[src/rtl/cordic_hyperbolic_seq.sv]
// Sequential hyperbolic CORDIC: rotation, vectoring, sinh/cosh and exp modes,
// one micro-iteration per clock with the 3k+1 repeats at shift indices 4 and 13.
module cordic_hyperbolic_seq #(
  parameter int WIDTH      = 32,
  parameter int FRAC       = 16,
  parameter int ITERATIONS = 16
) (
  input  logic             clk,
  input  logic             rst,
  input  logic             start,
  input  logic [1:0]       mode,
  input  logic [WIDTH-1:0] x_in,
  input  logic [WIDTH-1:0] y_in,
  input  logic [WIDTH-1:0] z_in,
  output logic             busy,
  output logic             done,
  output logic [WIDTH-1:0] x_out,
  output logic [WIDTH-1:0] y_out,
  output logic [WIDTH-1:0] z_out,
  output logic             out_of_range
);

  typedef enum logic [1:0] {S_IDLE, S_RUN, S_FIN} state_e;
  typedef enum logic [1:0] {M_ROT = 2'b00, M_VEC = 2'b01, M_SINHCOSH = 2'b10, M_EXP = 2'b11} mode_e;

  localparam int STEPS = ITERATIONS + ((ITERATIONS >= 4) ? 1 : 0) + ((ITERATIONS >= 13) ? 1 : 0);
  localparam logic [5:0] LAST_STEP = 6'(STEPS - 1);

  // round(num/den * 2^FRAC), evaluated at elaboration
  function automatic longint scale_q(longint num, longint den);
    longint p;
    longint r;
    p = num <<< ((FRAC > 30) ? 30 : FRAC);
    r = (p + den / 2) / den;
    if (FRAC > 30) r = r <<< (FRAC - 30);
    return r;
  endfunction

  localparam logic signed [WIDTH-1:0] INV_GAIN = WIDTH'(scale_q(64'sd6037485339, 64'sd5000000000));
  localparam logic signed [WIDTH:0]   Z_LIMIT  = (WIDTH+1)'(scale_q(64'sd11181, 64'sd10000));

  function automatic longint atanh_q30(logic [4:0] idx);
    case (idx)
      5'd1:    return 64'sd589812981;
      5'd2:    return 64'sd274247419;
      5'd3:    return 64'sd134923406;
      5'd4:    return 64'sd67196451;
      5'd5:    return 64'sd33565361;
      5'd6:    return 64'sd16778582;
      5'd7:    return 64'sd8388779;
      5'd8:    return 64'sd4194325;
      5'd9:    return 64'sd2097155;
      5'd10:   return 64'sd1048576;
      default: return (idx >= 5'd11 && idx <= 5'd30) ? (64'sd1 <<< (5'd30 - idx)) : 64'sd0;
    endcase
  endfunction

  function automatic logic signed [WIDTH-1:0] atanh_frac(logic [4:0] idx);
    longint t;
    t = atanh_q30(idx);
    if (FRAC < 30) t = (t + (64'sd1 <<< (29 - FRAC))) >>> (30 - FRAC);
    else           t = t <<< (FRAC - 30);
    return WIDTH'(t);
  endfunction

  function automatic logic signed [WIDTH:0] mag(logic [WIDTH-1:0] v);
    logic signed [WIDTH:0] e;
    e = {v[WIDTH-1], v};
    return e[WIDTH] ? -e : e;
  endfunction

  state_e                  state_q, state_d;
  mode_e                   mode_q, mode_d;
  logic signed [WIDTH-1:0] x_q, x_d, y_q, y_d, z_q, z_d;
  logic [4:0]              idx_q, idx_d;
  logic                    rep_q, rep_d;
  logic [5:0]              step_q, step_d;
  logic                    oor_pend_q, oor_pend_d;
  logic [WIDTH-1:0]        x_out_q, x_out_d, y_out_q, y_out_d, z_out_q, z_out_d;
  logic                    oor_q, oor_d, done_q, done_d;

  logic signed [WIDTH-1:0] x_sh, y_sh, atanh_i, x_step, y_step, z_step;
  logic                    dir_pos, load_oor;

  always_comb begin
    x_sh    = x_q >>> idx_q;
    y_sh    = y_q >>> idx_q;
    atanh_i = atanh_frac(idx_q);
    // Vectoring drives y toward zero; rotation drives z toward zero.
    dir_pos = (mode_q == M_VEC) ? y_q[WIDTH-1] : ~z_q[WIDTH-1];
    if (dir_pos) begin
      x_step = x_q + y_sh;
      y_step = y_q + x_sh;
      z_step = z_q - atanh_i;
    end else begin
      x_step = x_q - y_sh;
      y_step = y_q - x_sh;
      z_step = z_q + atanh_i;
    end
    load_oor = (mode == 2'b01) ? (x_in[WIDTH-1] || (x_in == '0) || (mag(y_in) >= mag(x_in)))
                               : (mag(z_in) > Z_LIMIT);
  end

  // NOTE: every signal gets a default first so no path leaves it unassigned (no latches).
  always_comb begin
    state_d    = state_q;
    mode_d     = mode_q;
    x_d        = x_q;
    y_d        = y_q;
    z_d        = z_q;
    idx_d      = idx_q;
    rep_d      = rep_q;
    step_d     = step_q;
    oor_pend_d = oor_pend_q;
    x_out_d    = x_out_q;
    y_out_d    = y_out_q;
    z_out_d    = z_out_q;
    oor_d      = oor_q;
    done_d     = 1'b0;
    case (state_q)
      S_IDLE: begin
        if (start) begin
          state_d    = S_RUN;
          mode_d     = mode_e'(mode);
          idx_d      = 5'd1;
          rep_d      = 1'b0;
          step_d     = '0;
          oor_pend_d = load_oor;
          case (mode_e'(mode))
            M_ROT:   begin x_d = x_in;     y_d = y_in; z_d = z_in; end
            M_VEC:   begin x_d = x_in;     y_d = y_in; z_d = '0;   end
            default: begin x_d = INV_GAIN; y_d = '0;   z_d = z_in; end
          endcase
        end
      end
      S_RUN: begin
        x_d    = x_step;
        y_d    = y_step;
        z_d    = z_step;
        step_d = step_q + 6'd1;
        if ((idx_q == 5'd4 || idx_q == 5'd13) && !rep_q) begin
          rep_d = 1'b1;
        end else begin
          idx_d = idx_q + 5'd1;
          rep_d = 1'b0;
        end
        if (step_q == LAST_STEP) state_d = S_FIN;
      end
      S_FIN: begin
        x_out_d = (mode_q == M_EXP) ? x_q + y_q : x_q;
        y_out_d = y_q;
        z_out_d = z_q;
        oor_d   = oor_pend_q;
        done_d  = 1'b1;
        state_d = S_IDLE;
      end
      default: state_d = S_IDLE;
    endcase
  end

  // NOTE: sequential state uses non-blocking assignments so all registers update together.
  always_ff @(posedge clk) begin
    if (rst) begin
      state_q    <= S_IDLE;
      mode_q     <= M_ROT;
      x_q        <= '0;
      y_q        <= '0;
      z_q        <= '0;
      idx_q      <= '0;
      rep_q      <= 1'b0;
      step_q     <= '0;
      oor_pend_q <= 1'b0;
      x_out_q    <= '0;
      y_out_q    <= '0;
      z_out_q    <= '0;
      oor_q      <= 1'b0;
      done_q     <= 1'b0;
    end else begin
      state_q    <= state_d;
      mode_q     <= mode_d;
      x_q        <= x_d;
      y_q        <= y_d;
      z_q        <= z_d;
      idx_q      <= idx_d;
      rep_q      <= rep_d;
      step_q     <= step_d;
      oor_pend_q <= oor_pend_d;
      x_out_q    <= x_out_d;
      y_out_q    <= y_out_d;
      z_out_q    <= z_out_d;
      oor_q      <= oor_d;
      done_q     <= done_d;
    end
  end

  assign busy         = (state_q != S_IDLE);
  assign done         = done_q;
  assign x_out        = x_out_q;
  assign y_out        = y_out_q;
  assign z_out        = z_out_q;
  assign out_of_range = oor_q;

endmodule

[config.mk]
export PLATFORM = sky130hd
export DESIGN_NAME = cordic_hyperbolic_seq
export DESIGN_NICKNAME = d
export VERILOG_FILES = /design/src/rtl/cordic_hyperbolic_seq.sv
export SDC_FILE = /design/constraint.sdc
export NUM_CORES = 1
export LEC_CHECK = 0
export ABC_AREA = 0
export CELL_PAD_IN_SITES_DETAIL_PLACEMENT = 0
export CELL_PAD_IN_SITES_GLOBAL_PLACEMENT = 2
export CORE_ASPECT_RATIO = 1.75
export CORE_MARGIN = 4
export CORE_UTILIZATION = 38
export DETAILED_ROUTE_END_ITERATION = 7
export HOLD_SLACK_MARGIN = 0.06
export PLACE_DENSITY_LB_ADDON = 0.1
export SLEW_MARGIN = 10
export SYNTH_ARGS = -nofsm -noshare
export SYNTH_HDL_FRONTEND = slang
export SYNTH_SLANG_ARGS = --single-unit
[constraint.sdc]
create_clock -name clk -period 15.43 [get_ports clk]
set_input_delay 3.086 -clock clk [delete_from_list [all_inputs] [get_ports clk]]
set_output_delay 3.086 -clock clk [all_outputs]
set_load 0.03 [all_outputs]
==> flow_summary_export.csv, run 1 <==
group,metric,value,unit
outcome,status,"finished, final reports clean",
die,coreArea,62100,sq um
global_route,antenna_found_initial,1,
pwr,p_leak,10.2,nW
clocking,htreeDepth,1,
route,vias,24649,
worst_setup_path,crit_slowest_cell,"buf_4",
yosys,synth_edf_count,0,
timing,fin_crit_sh,0.547,
yosys,async_reset_ff_frac,0,
yosys,synth_area_per_cell,7.68,sq um
timing,rsz0062_at_grt,"false",
worst_setup_path,reg2regPathDepth,27,
timing,skew,15.9,ps
hold_path,hold_class,"flip-flop to flip-flop",
placed_design,port_buffers,199,
pwr,p_int,0.00176,W
final_layout,antenna_cells,0,
timing,relSlewSlack,0.215,
clocking,post_cts_buffers,0,
final_layout,postLayoutCellArea,27100,sq um
placed_design,gp_congestion,0.967,
clocking,insertion_delay,580,ps
pwr,swShare,0.480,
die,io_pins,200,
die,initial_utilization,0.382,
die,rows,121,
timing,worst_pin_slew,1170,ps
yosys,ys_seq_area_frac,0.178,
worst_setup_path,crit_fanout,59,
die,die_x,197,um
clocking,clkSlewWorstSetupHoldPaths,70,ps
timing,max_freq,118,MHz
hold_path,worstHoldStart,"y_out[9]$_SDFFE_PP0P_",
clocking,clk_path_buf_depth,3,
clocking,cts_sinks,211,
worst_setup_path,r2r-end,"z_q[31]$_SDFFE_PP0P_",
placed_design,dp_hpwl,83600,um
global_route,grt_max_degree,96,
worst_setup_path,reg2reg_from,"idx_q[1]$_SDFFE_PP0P_",
route,antenna_left,0,
global_route,grt-ovfl-total,0,
final_layout,areaGrowthSynthToFinish,14.1,%
route,dr.pass1.iters,7,
route,via_per_inst,6.19,
yosys,ys.flop_type,"dfxtp_1",
route,wirelength,108000,um
yosys,yosys_warnings,0,
timing,slew_violations,0,
yosys,synth-seq-cells,211,
global_route,grt_pass1_vias,24478,
final_layout,fin_nets,3443,
die,die_area,66700,sq um
global_route,grt_pass1_wl,158000,um
worst_setup_path,startpoint_type,"flip-flop",
die,die_y,339,um
final_layout,drive_above_1_share,0.0732,
worst_setup_path,cp_common_cell,"a21o_1",
run,maxCapViolations,0,
route,drcViolationCount,0,
yosys,syn_area,23700,sq um
worst_setup_path,cp_data_required_time,15860,ps
yosys,synthCells,3091,
worst_setup_path,timing.critical_path.to_type,"flip-flop",
clocking,cts_tree,"built",
clocking,numCtsBuffers,24,
yosys,synth_cell_type_count,87,
clocking,ctsHoldBuffers,0,
timing,finalSetupViolCount,0,
hold_path,hold_depth,2,
worst_setup_path,crit_type,"flip-flop to flip-flop",
pwr,pwr-share-comb,0.607,
pwr,clock_power_share,0.171,
clocking,cts_root_buf,"clkbuf_16",
clocking,cts_resized,0,
hold_path,hold_end,"y_out[9]$_SDFFE_PP0P_",
worst_setup_path,slowest_delay,750,ps
route,routedWlPerCell,27.1,um
timing,hold_ws,452,ps
pwr,power.density,125,nW/um^2
pwr,ir_worst_vdd,101,uV
global_route,grt_use_total,0.309,
pwr,p_switching,0.00162,W
worst_setup_path,arrival,8880,ps
pwr,p_seq_frac,0.222,
route,drt_iter0_markers,1486,
yosys,syn_nets,3367,
timing,tns,0,ps
timing,finalWorstPathRequiredPeriod,8440,ps
worst_setup_path,reg2reg_slack,6990,ps
timing,hold_viol,0,
placed_design,placed_area,26300,sq um
layer usage:
metal / GRT usage / routed length [um]
met4: 0.241 / 10500
met3: 0.0397 / 4970
met2: 0.562 / 54600
met1: 0.313 / 37600
met5: 0 / 0
cells by family (layout without fill, tap and decap cells):
family                   count (synthesis)  after routing  synth area share
AND/OR/NAND/NOR                       1019           1019             0.205
AO/OA/AOI/OAI                          991            991             0.274
buffers and inverters                  293            386            0.0504
XOR/XNOR                               249            249            0.0919
flip-flops                             211            211             0.178
adder cells (fa/ha/maj)                175            175            0.0935
multiplexers                           151            151             0.108
other                                    2              2          0.000316
how the worst max path moves through the flow:
stage | slack (ps) | startpoint | end | depth (start not counted)
after floorplan | 8090 | idx_q[0]$_SDFFE_PP0P_ | z_q[31]$_SDFFE_PP0P_ | 34
after CTS | 7070 | idx_q[1]$_SDFFE_PP0P_ | z_q[31]$_SDFFE_PP0P_ | 27
after global routing | 6310 | idx_q[0]$_SDFFE_PP0P_ | z_q[31]$_SDFFE_PP0P_ | 26
after detailed placement | 7090 | x_in[6] | oor_pend_q$_SDFFE_PP0P_ | 18
after global placement | 7230 | x_in[6] | oor_pend_q$_SDFFE_PP0P_ | 18
final | 6990 | idx_q[1]$_SDFFE_PP0P_ | z_q[31]$_SDFFE_PP0P_ | 27
Yosys cell counts, drive strengths merged (28+ instances only):
library cell  instances  area, sq um
a211oi              130          976
a21o                 64          480
a21oi               261         1310
a221oi               31          272
a31oi                29          181
buf                  59          318
clkbuf              147          552
dfxtp               211         4220
ha                  171         2140
inv                  87          327
mux2i                47          470
mux4                 81         1820
nand2               373         1400
nand2b               48          300
nand3                49          245
nor2                233          875
nor2b                29          181
nor3                 71          365
nor3b                50          380
o21a                 28          210
o21ai               190          955
o31ai                35          263
xnor2               138         1210
xor2                111          972
flip-flops by register name, summed over array words and instances, names as in the netlist:
| register | flops |
|---|---|
| done | 1 |
| idx_q | 5 |
| mode_q | 2 |
| oor_pend_q | 1 |
| out_of_range | 1 |
| rep_q | 1 |
| state_q | 2 |
| step_q | 6 |
| x_out | 32 |
| x_q | 32 |
| y_out | 32 |
| y_q | 32 |
| z_out | 32 |
| z_q | 32 |
cell usage in the layout, fill, tap and decap left out, types with 47 or more instances in the layout:
master           count
a21o_1              64
dfxtp_1            206
a21oi_1            260
clkdlybuf4s50_1    197
a211oi_1           130
mux4_2              81
xor2_1             111
nor2_1             233
nand2_1            373
nor3_1              69
nand3_1             49
mux2i_1             47
inv_1               83
ha_1               171
buf_4               57
xnor2_1            138
nor3b_1             49
o21ai_0            171
final cells by class:
class | instances | area [sq um]
flip-flops and latches | 211 | 4240
repair buffers | 256 | 2420
inverters | 87 | 327
fillers | 6420 | 35000
clock inverters | 10 | 62.6
well taps | 799 | 1000
multi-input cells | 2587 | 18400
clock buffers | 33 | 686
critical path, delay by kind of cell (launching register included):
family                     cells  cell delay, ps
adders and majority gates      2             590
AOI/OAI and AO/OA             15            3370
buffers and inverters          1             750
xor gates and xnor gates       2             270
DFF                            1             690
and+or+nand+nor                7            2570
stage by stage:
| stage | cells | worst slack [ps] | utilization | power (W) |
|---|---|---|---|---|
| 2_1_floorplan | 3091 | 8090 | - | 0.00217 |
| 3_3_place_gp | 3940 | 7230 | 0.424 | 0.00276 |
| 3_5_place_dp | 3940 | 7090 | 0.424 | 0.00277 |
| 4_1_cts | 3983 | 7070 | 0.436 | 0.00337 |
| 5_1_grt | 3983 | 6310 | 0.436 | 0.00361 |
| 6_report | 3983 | 6990 | 0.436 | 0.00337 |
power groups by stage:
stage          Combinational (W)  Clock, W  Sequential (W)
2_1_floorplan            0.00150         0        0.000665
3_3_place_gp             0.00200         0        0.000754
3_5_place_dp             0.00202         0        0.000753
4_1_cts                  0.00203  0.000595        0.000741
5_1_grt                  0.00225  0.000609        0.000744
6_report                 0.00205  0.000576        0.000748
Power figures use the tool's default switching activity.
==> inputs of run 2 (changes only) <==
--- a/config.mk
+++ b/config.mk
@@ -10,7 +10,7 @@
 export CELL_PAD_IN_SITES_GLOBAL_PLACEMENT = 2
 export CORE_ASPECT_RATIO = 1.75
 export CORE_MARGIN = 4
-export CORE_UTILIZATION = 38
+export CORE_UTILIZATION = 36
 export DETAILED_ROUTE_END_ITERATION = 7
 export HOLD_SLACK_MARGIN = 0.06
 export PLACE_DENSITY_LB_ADDON = 0.1
==> constraint.sdc (replaced) <==
create_clock -name clk -period 7.86 [get_ports clk]
set_input_delay 1.572 -clock clk [delete_from_list [all_inputs] [get_ports clk]]
set_output_delay 1.572 -clock clk [all_outputs]
set_load 0.03 [all_outputs]
==> flow_summary_export.csv, run 2 (synthesis gave the netlist of run 1 again) <==
group,metric,value,unit
outcome,status,"finished, final reports clean",
pwr,ir_worst_vdd,212,uV
route,via_per_inst,6.12,
route,drt_iter0_markers,1579,
placed_design,dp_hpwl,88200,um
worst_setup_path,crit_buf_inv,1,
global_route,grt_max_degree,109,
timing,worst_pin_slew,1150,ps
route,antenna_left,0,
timing,tns,0,ps
die,die_area,70300,sq um
global_route,grt_pass1_wl,165000,um
die,die_y,348,um
timing,finalWorstPathRequiredPeriod,7100,ps
route,drcViolationCount,0,
die,rows,124,
worst_setup_path,cp_data_required_time,8290,ps
global_route,grt-ovfl-total,0,
final_layout,seqCellArea,4240,sq um
clocking,htreeDepth,1,
final_layout,fin_nets,3472,
route,routedWlPerCell,27.4,um
placed_design,port_buffers,199,
route,wirelength,113000,um
global_route,antenna_found_initial,5,
worst_setup_path,arrival,7530,ps
route,vias,25093,
timing,layout_setup_ws,762,ps
die,initial_utilization,0.363,
pwr,p_leak,10.4,nW
timing,relSlewSlack,0.230,
clocking,clkSlewWorstSetupHoldPaths,70,ps
clocking,numCtsBuffers,25,
worst_setup_path,timing.critical_path.to_type,"flip-flop",
final_layout,multi_input_comb_area,18400,sq um
final_layout,areaGrowthSynthToFinish,16.1,%
worst_setup_path,crit_fanout,18,
final_layout,fillers,6784,
clocking,insertion_delay,590,ps
final_layout,final_common_cell,"nand2_1",
die,die_x,202,um
clocking,clk_path_buf_depth,3,
clocking,cts_sinks,211,
timing,max_freq,141,MHz
worst_setup_path,slowest_delay,510,ps
placed_design,pre_cts_slack,492,ps
hold_path,hold_class,"flip-flop to flip-flop",
pwr,power.density,251,nW/um^2
timing,hold_viol,0,
die,io_pins,200,
worst_setup_path,crit_slowest_cell,"ha_1",
route,dr.pass1.iters,5,
timing,fin_crit_sh,0.903,
clocking,ctsHoldBuffers,0,
timing,slew_violations,0,
final_layout,drive_above_1_share,0.0834,
clocking,cts_root_buf,"clkbuf_16",
timing,finalSetupViolCount,0,
clocking,cts_tree,"built",
worst_setup_path,crit_family,"compound AO/OA/AOI/OAI gates",
die,coreArea,65300,sq um
run,maxCapViolations,0,
global_route,grt_use_total,0.308,
worst_setup_path,crit_type,"flip-flop to flip-flop",
final_layout,most-common-layout-cells,"373 x nand2_1, 260 x a21oi_1, 233 x nor2_1, 206 x dfxtp_1, 197 x clkdlybuf4s50_1",
timing,rsz0062_at_grt,"false",
timing,skew,21.6,ps
timing,hold_ws,452,ps
global_route,grt_pass1_vias,25052,
worst_setup_path,startpoint_type,"flip-flop",
placed_design,gp_congestion,0.994,
run 2: cell types whose count changed in the layout (fill, tap and decap cells not counted), moves of 2 or more:
cell / previous run / this run
buf_4: 57 / 82
clkbuf_8: 3 / 5
clkinv_2: 6 / 4
diode_2: 0 / 4
bufinv_16: 0 / 3
clkbuf_1: 5 / 3
buf_12: 0 / 2
run 2: repair_timing:
| item | 4_1_cts | 5_1_grt |
|---|---|---|
| gates resized for setup | 0 | 5 |
| setup buffers | 0 | 1 |
| endpoints found under the setup margin | 0 | 3 |
run 2: through the flow:
step / instance area, sq um / total power [W] / util / std cells
global placement: 26700 / 0.00556 / 0.408 / 4050
global route: 27600 / 0.00738 / 0.422 / 4097
detailed placement: 26700 / 0.00558 / 0.408 / 4050
finish: 27600 / 0.00691 / 0.422 / 4100
floorplan: 23700 / 0.00426 / - / 3091
CTS: 27500 / 0.00690 / 0.421 / 4095
run 2: path summary, 6_finish.rpt:
path	from	endpoint	slack (ps)	cells past startpoint
worst max-delay path	idx_q[0]$_SDFFE_PP0P_	z_q[31]$_SDFFE_PP0P_	760	27
worst min-delay path	y_out[17]$_SDFFE_PP0P_	y_out[17]$_SDFFE_PP0P_	450	2
worst max register to register	idx_q[0]$_SDFFE_PP0P_	z_q[31]$_SDFFE_PP0P_	760	27
worst min register to register	y_out[17]$_SDFFE_PP0P_	y_out[17]$_SDFFE_PP0P_	450	2
run 2: layout make-up:
class | instances | share of cell area
Multi-Input combinational cell | 2587 | 0.667
Sequential cell | 211 | 0.154
Timing Repair Buffer | 284 | 0.0963
Tap cell | 882 | 0.0400
Clock buffer | 33 | 0.0256
Inverter | 87 | 0.0119
Clock inverter | 12 | 0.00545
Antenna cell | 4 | 0.000363
run 2: metal layers:
metal,GRT usage,vias up,wire length (um)
met4,0.270,0,12500
met2,0.551,944,56000
li1,-,11706,-
met5,0,-,0
met1,0.308,12063,38700
met3,0.0448,380,5340
run 2: worst reg2reg max path: stages (launching register included):
cell	delay (ps)
dfxtp_4	390
inv_2	310
ha_1	510
a211oi_1	210
o22ai_1	170
a2bb2oi_1	350
nor2_1	110
ha_1	250
and3_1	160
a22oi_1	370
o21a_1	220
o211ai_1	130
nor3_4	350
nand3b_1	260
o21ai_1	270
xnor2_1	110
ha_1	360
a21o_1	210
a21oi_1	170
o21ai_0	120
or3_1	350
o21a_1	260
a221oi_1	360
a21boi_0	280
a21o_1	260
a21o_1	180
xnor2_1	140
o22ai_1	90
run 2: where the power goes:
part,switching [W],internal (W)
clock,0.000542,0.000730
combinational,0.00244,0.00169
sequential,0.000333,0.00117
total,0.00332,0.00359
